## src/rtl/fdiv_sqrt_scheduler_pkg.sv

```systemverilog
// Shared FPU definitions for the divide/sqrt scheduler.
// Holds the FSM state enum, recoded-float / rounding-mode / flag widths and
// the packed payloads carried to and from the iterative unit.
package fdiv_sqrt_scheduler_pkg;

    localparam int unsigned REC_W  = 33;  // recoded single-precision width
    localparam int unsigned RM_W   = 3;   // rounding-mode width
    localparam int unsigned FLAG_W = 5;   // exception-flag width
    localparam int unsigned NREQ   = 2;   // number of requesters

    typedef enum logic [1:0] {
        ST_IDLE = 2'd0,
        ST_BUSY = 2'd1,
        ST_RESP = 2'd2
    } state_e;

    // Operation presented to the unit on issue
    typedef struct packed {
        logic             sqrt;
        logic [REC_W-1:0] a;
        logic [REC_W-1:0] b;
        logic [RM_W-1:0]  rm;
    } ds_op_t;

    // Result captured from the unit's completion pulse
    typedef struct packed {
        logic [REC_W-1:0]  data;
        logic [FLAG_W-1:0] flags;
    } ds_res_t;

endpackage

```

## src/rtl/fdiv_sqrt_scheduler_if.sv

```systemverilog
// Bundle of the scheduler's request, unit and response-side signals.
// master: the scheduler's view. slave: the surrounding requesters, unit and
// writeback arbiter.
interface fdiv_sqrt_scheduler_if #(
    parameter int unsigned TAG_W = 5
);
    import fdiv_sqrt_scheduler_pkg::*;

    // Requester side
    logic [NREQ-1:0]             req_valid;
    logic [NREQ-1:0]             req_ready;
    logic [NREQ-1:0]             req_sqrt;
    logic [NREQ-1:0][REC_W-1:0]  req_a;
    logic [NREQ-1:0][REC_W-1:0]  req_b;
    logic [NREQ-1:0][RM_W-1:0]   req_rm;
    logic [NREQ-1:0][TAG_W-1:0]  req_tag;
    logic                        flush;

    // Divide/sqrt unit side
    logic                        ds_inReady;
    logic                        ds_inValid;
    logic                        ds_sqrtOp;
    logic [REC_W-1:0]            ds_a;
    logic [REC_W-1:0]            ds_b;
    logic [RM_W-1:0]             ds_rm;
    logic                        ds_outValid_div;
    logic                        ds_outValid_sqrt;
    logic [REC_W-1:0]            ds_out;
    logic [FLAG_W-1:0]           ds_flags;

    // Writeback side
    logic                        rsp_valid;
    logic                        rsp_ready;
    logic                        rsp_id;
    logic [TAG_W-1:0]            rsp_tag;
    logic [REC_W-1:0]            rsp_data;
    logic [FLAG_W-1:0]           rsp_flags;
    logic                        err;

    modport master (
        input  req_valid, req_sqrt, req_a, req_b, req_rm, req_tag, flush,
        output req_ready,
        input  ds_inReady, ds_outValid_div, ds_outValid_sqrt, ds_out, ds_flags,
        output ds_inValid, ds_sqrtOp, ds_a, ds_b, ds_rm,
        input  rsp_ready,
        output rsp_valid, rsp_id, rsp_tag, rsp_data, rsp_flags, err
    );

    modport slave (
        output req_valid, req_sqrt, req_a, req_b, req_rm, req_tag, flush,
        input  req_ready,
        output ds_inReady, ds_outValid_div, ds_outValid_sqrt, ds_out, ds_flags,
        input  ds_inValid, ds_sqrtOp, ds_a, ds_b, ds_rm,
        output rsp_ready,
        input  rsp_valid, rsp_id, rsp_tag, rsp_data, rsp_flags, err
    );

endinterface

```

## src/rtl/fdiv_sqrt_scheduler_rr_arb2.sv

```systemverilog
// Two-requester round-robin arbiter.
// Ports: clk, rst_n; en_i allows a grant this cycle; req_i request bits;
// gnt_c_o one-hot grant (combinational); win_c_o index of the winner
// (combinational). The last-granted pointer resets to 1 so requester 0 wins
// the first contention.
module fdiv_sqrt_scheduler_rr_arb2 (
    input  logic       clk,
    input  logic       rst_n,
    input  logic       en_i,
    input  logic [1:0] req_i,
    output logic [1:0] gnt_c_o,
    output logic       win_c_o
);

    logic last_q;

    // Under contention the requester not granted last wins
    always_comb begin
        win_c_o = (req_i[0] & req_i[1]) ? ~last_q : req_i[1];
        gnt_c_o = 2'b00;
        if (en_i && (|req_i)) begin
            gnt_c_o[win_c_o] = 1'b1;
        end
    end

    // Pointer moves on every grant
    always_ff @(posedge clk or negedge rst_n) begin
        if (!rst_n) begin
            last_q <= 1'b1;
        end else if (en_i && (|req_i)) begin
            last_q <= win_c_o;
        end
    end

endmodule

```

## src/rtl/fdiv_sqrt_scheduler.sv

```systemverilog
// Arbitration and sequencing controller for the shared iterative divide/sqrt
// unit. Issues one operation at a time from two requesters, tracks owner, tag
// and kind of the op in flight, and buffers the result for writeback.
// Ports: clock, reset_n (async active-low); bus (master modport) carrying
// requests, unit issue/completion, response buffer and sticky err.
// Issue-side outputs (req_ready, ds_*) are combinational by design so the
// request reaches the unit in the same cycle.
module fdiv_sqrt_scheduler
    import fdiv_sqrt_scheduler_pkg::*;
#(
    parameter int unsigned TAG_W   = 5,
    parameter int unsigned TIMEOUT = 64
) (
    input  logic                  clock,
    input  logic                  reset_n,
    fdiv_sqrt_scheduler_if.master bus
);

    localparam int unsigned WD_W = $clog2(TIMEOUT + 1);

    state_e            state_q, state_d;
    logic              id_q, id_d;
    logic [TAG_W-1:0]  tag_q, tag_d;
    logic              sqrt_q, sqrt_d;
    logic              drop_q, drop_d;
    ds_res_t           res_q, res_d;
    logic              rsp_valid_q, rsp_valid_d;
    logic              err_q, err_d;
    logic [WD_W-1:0]   wdog_q, wdog_d;

    logic              arb_en_c;
    logic [1:0]        gnt_c;
    logic              win_c;
    logic              issue_c;
    ds_op_t            op_c;
    logic              pulse_c;
    logic              kind_err_c;

    // Issue only from IDLE with the unit ready and no flush pending
    assign arb_en_c = (state_q == ST_IDLE) & bus.ds_inReady & ~bus.flush;

    fdiv_sqrt_scheduler_rr_arb2 u_arb (
        .clk     (clock),
        .rst_n   (reset_n),
        .en_i    (arb_en_c),
        .req_i   (bus.req_valid),
        .gnt_c_o (gnt_c),
        .win_c_o (win_c)
    );

    assign pulse_c    = bus.ds_outValid_div | bus.ds_outValid_sqrt;
    // Any pulse of the other kind is an error, even alongside the right one
    assign kind_err_c = sqrt_q ? bus.ds_outValid_div : bus.ds_outValid_sqrt;

    // Next-state and issue logic
    always_comb begin
        state_d     = state_q;
        id_d        = id_q;
        tag_d       = tag_q;
        sqrt_d      = sqrt_q;
        drop_d      = drop_q;
        res_d       = res_q;
        rsp_valid_d = rsp_valid_q;
        err_d       = err_q;
        wdog_d      = wdog_q;
        issue_c     = 1'b0;
        op_c        = '0;

        unique case (state_q)
            ST_IDLE: begin
                if (pulse_c) begin
                    err_d = 1'b1;
                end
                if (|gnt_c) begin
                    issue_c     = 1'b1;
                    op_c.sqrt   = bus.req_sqrt[win_c];
                    op_c.a      = bus.req_a[win_c];
                    op_c.b      = bus.req_b[win_c];
                    op_c.rm     = bus.req_rm[win_c];
                    id_d        = win_c;
                    tag_d       = bus.req_tag[win_c];
                    sqrt_d      = bus.req_sqrt[win_c];
                    drop_d      = 1'b0;
                    wdog_d      = '0;
                    state_d     = ST_BUSY;
                end
            end

            ST_BUSY: begin
                if (wdog_q != WD_W'(TIMEOUT)) begin
                    wdog_d = wdog_q + WD_W'(1);
                end
                if (wdog_q == WD_W'(TIMEOUT - 1)) begin
                    err_d = 1'b1;
                end
                // The unit cannot be aborted; remember to discard its result
                if (bus.flush) begin
                    drop_d = 1'b1;
                end
                if (pulse_c) begin
                    if (kind_err_c) begin
                        err_d = 1'b1;
                    end
                    if (drop_q || bus.flush) begin
                        drop_d  = 1'b0;
                        state_d = ST_IDLE;
                    end else begin
                        res_d.data  = bus.ds_out;
                        res_d.flags = bus.ds_flags;
                        rsp_valid_d = 1'b1;
                        state_d     = ST_RESP;
                    end
                end
            end

            ST_RESP: begin
                if (pulse_c) begin
                    err_d = 1'b1;
                end
                if (bus.rsp_ready || bus.flush) begin
                    rsp_valid_d = 1'b0;
                    state_d     = ST_IDLE;
                end
            end

            default: begin
                state_d = ST_IDLE;
            end
        endcase
    end

    // State registers
    always_ff @(posedge clock or negedge reset_n) begin
        if (!reset_n) begin
            state_q     <= ST_IDLE;
            id_q        <= 1'b0;
            tag_q       <= '0;
            sqrt_q      <= 1'b0;
            drop_q      <= 1'b0;
            res_q       <= '0;
            rsp_valid_q <= 1'b0;
            err_q       <= 1'b0;
            wdog_q      <= '0;
        end else begin
            state_q     <= state_d;
            id_q        <= id_d;
            tag_q       <= tag_d;
            sqrt_q      <= sqrt_d;
            drop_q      <= drop_d;
            res_q       <= res_d;
            rsp_valid_q <= rsp_valid_d;
            err_q       <= err_d;
            wdog_q      <= wdog_d;
        end
    end

    assign bus.req_ready  = gnt_c;
    assign bus.ds_inValid = issue_c;
    assign bus.ds_sqrtOp  = op_c.sqrt;
    assign bus.ds_a       = op_c.a;
    assign bus.ds_b       = op_c.b;
    assign bus.ds_rm      = op_c.rm;

    assign bus.rsp_valid  = rsp_valid_q;
    assign bus.rsp_id     = id_q;
    assign bus.rsp_tag    = tag_q;
    assign bus.rsp_data   = res_q.data;
    assign bus.rsp_flags  = res_q.flags;
    assign bus.err        = err_q;

endmodule
```

## src/flat_wrapper.sv

```systemverilog
// flat-port wrapper written by rule: the top's interface ports become plain ports
module fdiv_sqrt_scheduler_flat import fdiv_sqrt_scheduler_pkg::*;
#(
    parameter int unsigned TAG_W   = 5,
    parameter int unsigned TIMEOUT = 64
)
  (clock, reset_n, bus_req_valid, bus_req_sqrt, bus_req_a, bus_req_b, bus_req_rm, bus_req_tag, bus_flush, bus_req_ready, bus_ds_inReady, bus_ds_outValid_div, bus_ds_outValid_sqrt, bus_ds_out, bus_ds_flags, bus_ds_inValid, bus_ds_sqrtOp, bus_ds_a, bus_ds_b, bus_ds_rm, bus_rsp_ready, bus_rsp_valid, bus_rsp_id, bus_rsp_tag, bus_rsp_data, bus_rsp_flags, bus_err);
  fdiv_sqrt_scheduler_if #(.TAG_W(TAG_W)) bus_i ();
  input  logic clock;
  input  logic reset_n;
  input wire logic [$bits(bus_i.req_valid)-1:0] bus_req_valid;
  input wire logic [$bits(bus_i.req_sqrt)-1:0] bus_req_sqrt;
  input wire logic [$bits(bus_i.req_a)-1:0] bus_req_a;
  input wire logic [$bits(bus_i.req_b)-1:0] bus_req_b;
  input wire logic [$bits(bus_i.req_rm)-1:0] bus_req_rm;
  input wire logic [$bits(bus_i.req_tag)-1:0] bus_req_tag;
  input wire logic [$bits(bus_i.flush)-1:0] bus_flush;
  output wire logic [$bits(bus_i.req_ready)-1:0] bus_req_ready;
  input wire logic [$bits(bus_i.ds_inReady)-1:0] bus_ds_inReady;
  input wire logic [$bits(bus_i.ds_outValid_div)-1:0] bus_ds_outValid_div;
  input wire logic [$bits(bus_i.ds_outValid_sqrt)-1:0] bus_ds_outValid_sqrt;
  input wire logic [$bits(bus_i.ds_out)-1:0] bus_ds_out;
  input wire logic [$bits(bus_i.ds_flags)-1:0] bus_ds_flags;
  output wire logic [$bits(bus_i.ds_inValid)-1:0] bus_ds_inValid;
  output wire logic [$bits(bus_i.ds_sqrtOp)-1:0] bus_ds_sqrtOp;
  output wire logic [$bits(bus_i.ds_a)-1:0] bus_ds_a;
  output wire logic [$bits(bus_i.ds_b)-1:0] bus_ds_b;
  output wire logic [$bits(bus_i.ds_rm)-1:0] bus_ds_rm;
  input wire logic [$bits(bus_i.rsp_ready)-1:0] bus_rsp_ready;
  output wire logic [$bits(bus_i.rsp_valid)-1:0] bus_rsp_valid;
  output wire logic [$bits(bus_i.rsp_id)-1:0] bus_rsp_id;
  output wire logic [$bits(bus_i.rsp_tag)-1:0] bus_rsp_tag;
  output wire logic [$bits(bus_i.rsp_data)-1:0] bus_rsp_data;
  output wire logic [$bits(bus_i.rsp_flags)-1:0] bus_rsp_flags;
  output wire logic [$bits(bus_i.err)-1:0] bus_err;
  assign bus_i.req_valid = bus_req_valid;
  assign bus_i.req_sqrt = bus_req_sqrt;
  assign bus_i.req_a = bus_req_a;
  assign bus_i.req_b = bus_req_b;
  assign bus_i.req_rm = bus_req_rm;
  assign bus_i.req_tag = bus_req_tag;
  assign bus_i.flush = bus_flush;
  assign bus_req_ready = bus_i.req_ready;
  assign bus_i.ds_inReady = bus_ds_inReady;
  assign bus_i.ds_outValid_div = bus_ds_outValid_div;
  assign bus_i.ds_outValid_sqrt = bus_ds_outValid_sqrt;
  assign bus_i.ds_out = bus_ds_out;
  assign bus_i.ds_flags = bus_ds_flags;
  assign bus_ds_inValid = bus_i.ds_inValid;
  assign bus_ds_sqrtOp = bus_i.ds_sqrtOp;
  assign bus_ds_a = bus_i.ds_a;
  assign bus_ds_b = bus_i.ds_b;
  assign bus_ds_rm = bus_i.ds_rm;
  assign bus_i.rsp_ready = bus_rsp_ready;
  assign bus_rsp_valid = bus_i.rsp_valid;
  assign bus_rsp_id = bus_i.rsp_id;
  assign bus_rsp_tag = bus_i.rsp_tag;
  assign bus_rsp_data = bus_i.rsp_data;
  assign bus_rsp_flags = bus_i.rsp_flags;
  assign bus_err = bus_i.err;
  fdiv_sqrt_scheduler #(.TAG_W(TAG_W), .TIMEOUT(TIMEOUT)) u_core (.clock(clock), .reset_n(reset_n), .bus(bus_i));
endmodule
```

## config.mk

```make
export PLATFORM = sky130hd
export DESIGN_NAME = fdiv_sqrt_scheduler_flat
export DESIGN_NICKNAME = d
export VERILOG_FILES = /design/src/rtl/fdiv_sqrt_scheduler_pkg.sv /design/src/rtl/fdiv_sqrt_scheduler_if.sv /design/src/rtl/fdiv_sqrt_scheduler_rr_arb2.sv /design/src/rtl/fdiv_sqrt_scheduler.sv /design/src/flat_wrapper.sv
export SDC_FILE = /design/constraint.sdc
export NUM_CORES = 1
export LEC_CHECK = 0
export ABC_AREA = 0
export BUFFER_PORTS_ARGS = -buffer_cell sky130_fd_sc_hd__buf_2
export CORE_AREA = 2 2 122 124
export CTS_BUF_LIST = sky130_fd_sc_hd__clkbuf_8
export CTS_CLUSTER_DIAMETER = 50
export CTS_CLUSTER_SIZE = 25
export DETAILED_ROUTE_END_ITERATION = 16
export DIE_AREA = 0 0 124 126
export PLACE_DENSITY_LB_ADDON = 0.2
export SLEW_MARGIN = 20
export SYNTH_ARGS = -nofsm -noshare
export SYNTH_HDL_FRONTEND = slang
export SYNTH_HIERARCHICAL = 1
export SYNTH_SLANG_ARGS = --single-unit
```

## constraint.sdc

```tcl
create_clock -name clock -period 2.9 [get_ports clock]
set_input_delay 0.29 -clock clock [delete_from_list [all_inputs] [get_ports clock]]
set_output_delay 0.29 -clock clock [all_outputs]
set_load 0.02 [all_outputs]
```

======== Yosys cells after proc, flatten, opt, wreduce, memory -nomap -nowiden ========
Index checks and enable logic that the tools add are counted.
operators by class
  add/sub/neg operators ................... 1
  order comparisons ....................... 2
  eq/ne operators ......................... 10
  multiplexer cells ....................... 41
  bitwise gates (word level) .............. 7
  reduce and logical (&&, ||, !) cells .... 18
operator list
  operator             number
  $mux 70              2
  $mux 33              4
  $mux 1               18
  $mux 7               2
  $pmux 7 s2           1
  $mux 2               5
  $mux 5               2
  $reduce_and 3->1     3
  $ne 2x1->1 const B   4
  $add 7x1->7 const B  1
  $eq 7x6->1 const B   1
  $ne 7x7->1 const B   1
  $mux 3               2
  $pmux 1 s2           3
  $pmux 2 s3           1
  $reduce_and 2->1     3
  $reduce_bool 2->1    3
  $reduce_or 2->1      3
  $ne 2x2->1 const B   2
  $reduce_and 4->1     1
  $and 1x1->1          3
  $not 1->1            3
  $eq 2x1->1 const B   1
  $eq 2x2->1 const B   1
  other kinds (7)      9
storage, ports and cells
  flip-flop bits (word level) ............. 58
  bits of input ports ..................... 197
  output and inout port bits .............. 119
  logic and storage cells ................. 90

======== Longest topological paths before layout ========
  word-level depth ........................ 10
  depth in mapped cells ................... 11
  mapped depth without buffers ............ 8

======== Modules after synthesis ========
Netlist, hierarchy kept.
modules (own cells, without submodules)
  module                       instances  cells an instance  area an instance (um2)  sequential area each (um2)
  fdiv_sqrt_scheduler          1          339                3,647.2                 1,426.4
  fdiv_sqrt_scheduler_rr_arb2  1          7                  66.3                    26.3

======== Least setup slack after synthesis ========
OpenSTA, ideal clock, no wires.
  path type ............................... flip-flop to output port
  start point ............................. register u_core.state_q[0]
  end point ............................... output bus_ds_a[11]
  arrival ................................. 2.639 ns
  data required time ...................... 2.610 ns
  slack ................................... -0.029 ns
  cell stages (with the launch flop) ...... 12
  buffers on the path ..................... 4
  cells stage by stage .................... dfrtp_1 > or2_1 > clkbuf_1 > nor3b_1 > nand2_1 > nor2_1 > nor2_1 > or2_1 > buf_2 > buf_6 > buf_4 > nor2_1
on the way
  longest elaborated chain between the ends .. 8
RTL lines
  item                        RTL line                           source
  from (decl)                 fdiv_sqrt_scheduler.sv:21          state_e state_q, state_d;
  from (signal assigned)      fdiv_sqrt_scheduler.sv:145         state_q <= state_d;
  $logic_not 2->1             fdiv_sqrt_scheduler.sv:40          assign arb_en_c = (state_q == ST_IDLE) & bus.ds_inReady & ~bus.flush;
  $and 1x1->1 (2 in a row)    fdiv_sqrt_scheduler.sv:40
  named net u_core.arb_en_c   fdiv_sqrt_scheduler.sv:31          logic arb_en_c;
  $logic_and 1x1->1           fdiv_sqrt_scheduler_rr_arb2.sv:21  if (en_i && (|req_i)) begin
  $mux 2                      fdiv_sqrt_scheduler_rr_arb2.sv:21
  named net bus_req_ready[0]  flat_wrapper.sv:18                 output wire logic [$bits(bus_i.req_ready)-1:0] bus_req_ready;
  $reduce_or 2->1             fdiv_sqrt_scheduler.sv:74          if (|gnt_c) begin
  $mux 70                     fdiv_sqrt_scheduler.sv:74
  $mux 70                     fdiv_sqrt_scheduler.sv:69          unique case (state_q)
  to (decl)                   flat_wrapper.sv:26                 output wire logic [$bits(bus_i.ds_a)-1:0] bus_ds_a;
The timed path passes the listed nets, and every way through them passes these cells.

======== Worst setup path after layout ========
  start point ............................. register u_core.state_q[0]
  end point ............................... output bus_ds_b[24]
on the way
  longest elaborated chain between the ends .. 8
RTL lines
  item                       RTL line                           source
  $logic_not 2->1            fdiv_sqrt_scheduler.sv:40
  $and 1x1->1 (2 in a row)   fdiv_sqrt_scheduler.sv:40
  named net u_core.arb_en_c  fdiv_sqrt_scheduler.sv:31
  $logic_and 1x1->1          fdiv_sqrt_scheduler_rr_arb2.sv:21
  $mux 2                     fdiv_sqrt_scheduler_rr_arb2.sv:21
  $reduce_or 2->1            fdiv_sqrt_scheduler.sv:74
  $mux 70                    fdiv_sqrt_scheduler.sv:74
  $mux 70                    fdiv_sqrt_scheduler.sv:69
  to (decl)                  flat_wrapper.sv:27                 output wire logic [$bits(bus_i.ds_b)-1:0] bus_ds_b;
The timed path passes the listed nets, and every way through them passes these cells.

==> results_dict.tcl <==
set metrics [dict create \
    status "finished, final reports clean" \
    synth_compound_area_share_pct 5.56 \
    grt_pass1_vias 3648 \
    worst_pin_slew_ns 0.761 \
    syn2layout_area_growth_pct 53.0 \
    leakage_uw 0.00329 \
    synth_warnings 6 \
    yosysSeqAreaShare_pct 39.1 \
    worst_setup_path_end_kind "output port" \
    grt_usage_pct 16.3 \
    stdcell_count 846 \
    clockRootBuffer "clkbuf_8" \
    antenna_found_initial 1 \
    die_area_um2 15600 \
    cp.required_ns 2.61 \
    synth_fa_ha_area_share_pct 0.674 \
    seqPwrFrac_pct 31.8 \
    setup_violations 0 \
    slew_headroom_pct 49.3 \
    p_total_uw 4350 \
    final_cell_mix "315 x buf_2, 76 x mux2i_1, 73 x nor2_1" \
    finalCritPeriodShare_pct 94.5 \
    cp.arrival_ns 2.45 \
    layout_commonest_cell "buf_2" \
    die_width_um 124 \
    grt_max_degree 77 \
    grt_pass1_wl_um 19500 \
    swShare_pct 38.8 \
    insertion_delay_ns 0.33 \
    synth_nets 545 \
    start_util_pct 25.9 \
    final_nets 855 \
    htreeDepth 3 \
    drive_gt1_share_pct 58.5 \
    die_y_um 126 \
    place.gp.congestion 0.875 \
    maxCapViolCount 0 \
    grt-ovfl-total 0 \
    post-route-util_pct 39.7 \
    slew_violations 0 \
    io_pins 316 \
    numCtsBuffers 9 \
    final-hold-violation-count 0 \
    fmax_mhz 365 \
    port_buffers 315 \
    dr.pass1.iters 6 \
    path_clk_slew_ns 0.07 \
    min_period_ns 2.74 \
    numClockSinks 58 \
    hold_class "primary input to register" \
    syn_area_um2 3710 \
    finClkSkew_ns 0.00791 \
    row_count 44 \
    wl_per_cell_um 15.8 \
    drc 0 \
    intPower_uw 2660 \
    p_clk_share_pct 19.5 \
    placedCellCount 827 \
    cp-start-kind "register" \
    synth_mux_area_share_pct 36.2 \
    cts_tree "built" \
    synthSimpleGateAreaFrac_pct 12.7 \
    synth_xor_area_share_pct 0 \
    vias 3758 \
    p_sw_uw 1690 \
    synth_top_family_by_area "multiplexers" \
    synthDistinctLibCells 43 \
    netlist_instances 346 \
    power_frac_comb_pct 48.8 \
    dpl.hpwl_um 10800 \
    viasPerCell 4.44 \
    finalSetupTns_ns 0 \
    fp.coreArea_um2 14300 \
    synth-seq-cells 58 \
    crit_type "register to output port" \
    drt-total-wl_um 13300 \
    cts_buffer_depth 2 \
    hold-worst-slack_ns 0.167 \
    pwr_density_cell_nw_per_um2 765 \
    rsz0062_at_grt "true" \
    path_max_fanout 36 \
    drtAntennaViolNets 0 \
    detail_route.iter0.violations 140 \
    ir_worst_vdd_mv 0.230 \
    avgSynthCellArea_um2 10.7 \
]
[path summary, 6_finish.rpt]
check                                          end  slack [ns]  depth (start not counted)               from
setup / recovery                      bus_ds_b[24]        0.16                          9  u_core/state_q[0]
hold / removal                   u_core/state_q[1]        0.17                          2      bus_rsp_ready
setup reg to reg                 u_core/bus.rsp_id        0.69                          8  u_core/state_q[0]
hold reg to reg                     u_core/bus.err        0.48                          1     u_core/bus.err
max in group asynchronous      u_core/u_arb/last_q        1.73                          3            reset_n
min in group asynchronous  u_core/bus.rsp_data[31]        0.48                          2            reset_n
[cell usage after synthesis, drive strengths merged]
library cell / count / area (um^2)
mux2i: 76 / 761
nor2: 76 / 285
dfrtp: 57 / 1430
mux2: 39 / 582
buf: 16 / 161
o21ai: 15 / 75.1
clkbuf: 10 / 37.5
a21oi: 5 / 25.0
nand2: 5 / 18.8
inv: 4 / 15.0
nand3: 4 / 20.0
nand4: 4 / 25.0
and2: 3 / 18.8
nor3: 3 / 15.0
a211o: 2 / 17.5
a21o: 2 / 16.3
ha: 2 / 25.0
nand2b: 2 / 12.5
nand3b: 2 / 15.0
nor2b: 2 / 12.5
o21a: 2 / 15.0
or2: 2 / 12.5
a211oi: 1 / 7.51
a21boi: 1 / 11.3
a22o: 1 / 8.76
a31oi: 1 / 6.26
and3: 1 / 6.26
dfstp: 1 / 26.3
nor3b: 1 / 7.51
nor4: 1 / 6.26
o211ai: 1 / 7.51
o311ai: 1 / 8.76
o31ai: 1 / 7.51
or3: 1 / 6.26
or4: 1 / 11.3
[sequential cells by signal, summed over array words and instances (netlist names)]
signal and cells:
u_core/sqrt_q 1, u_core/state_q 2, u_core/bus.rsp_data 33, u_core/bus.err 1, u_core/bus.rsp_tag 5, u_core/bus.rsp_id 1
u_core/bus.rsp_flags 5, u_core/drop_q 1, u_core/bus.rsp_valid 1, u_core/u_arb/last_q 1, u_core/wdog_q 7
[power groups by stage]
stage / sequential, uW / clock (uW) / combinational [uW]
floorplan: 1770 / 0 / 1020
global placement: 1380 / 0 / 2120
detailed placement: 1390 / 0 / 2120
CTS: 1380 / 881 / 2140
global route: 1440 / 911 / 2280
finish: 1380 / 847 / 2120
[logic make-up after synthesis]
group,Yosys count
mux,115
compound gates,33
fa+ha+maj,2
flops,58
buf+inv,30
simple gates,108
[metal layers]
metal / vias to the layer above / wire length, um / share of wire, % / GRT usage (%)
met5: - / 0 / 0 / 0
met4: 0 / 198 / 1.5 / 4.89
met3: 15 / 1130 / 8.5 / 3.89
met2: 187 / 6790 / 51 / 28.4
met1: 1718 / 5200 / 39 / 19.7
li1: 1838 / - / - / -
[critical path, cell delays in order, from the launching register on]
cell     delay (ns)
dfrtp_1        0.37
or2_1          0.25
nor3b_2        0.21
nand2_1        0.14
nor2_4         0.15
nor2_2         0.09
or2_2          0.33
buf_6          0.21
nor2_4         0.17
buf_2          0.18
[cell type report]
cell class / count / area (um^2)
Clock buffer: 11 / 151
Clock inverter: 5 / 77.6
Inverter: 4 / 15.0
Fill cell: 1467 / 8630
Multi-Input combinational cell: 258 / 2080
Sequential cell: 58 / 1450
Timing Repair Buffer: 325 / 1670
Tap cell: 184 / 230
Antenna cell: 1 / 2.50
[through the flow]
stage	instance area [um^2]	setup slack (ns)
after floorplan	3720	0.0962
after global placement	5400	0.265
after detailed placement	5400	0.198
after CTS	5660	0.0123
after global routing	5680	-0.00676
final	5680	0.161
[repair_timing]
action,4_1_cts,5_1_grt
setup buffers,0,1
pin swaps,0,1
cloned,0,0
gates resized for setup,4,3
endpoints found under the hold margin,22,0
hold buffers,1,0
setup endpoints to repair,70,70
(Power assumes the default switching activity.)
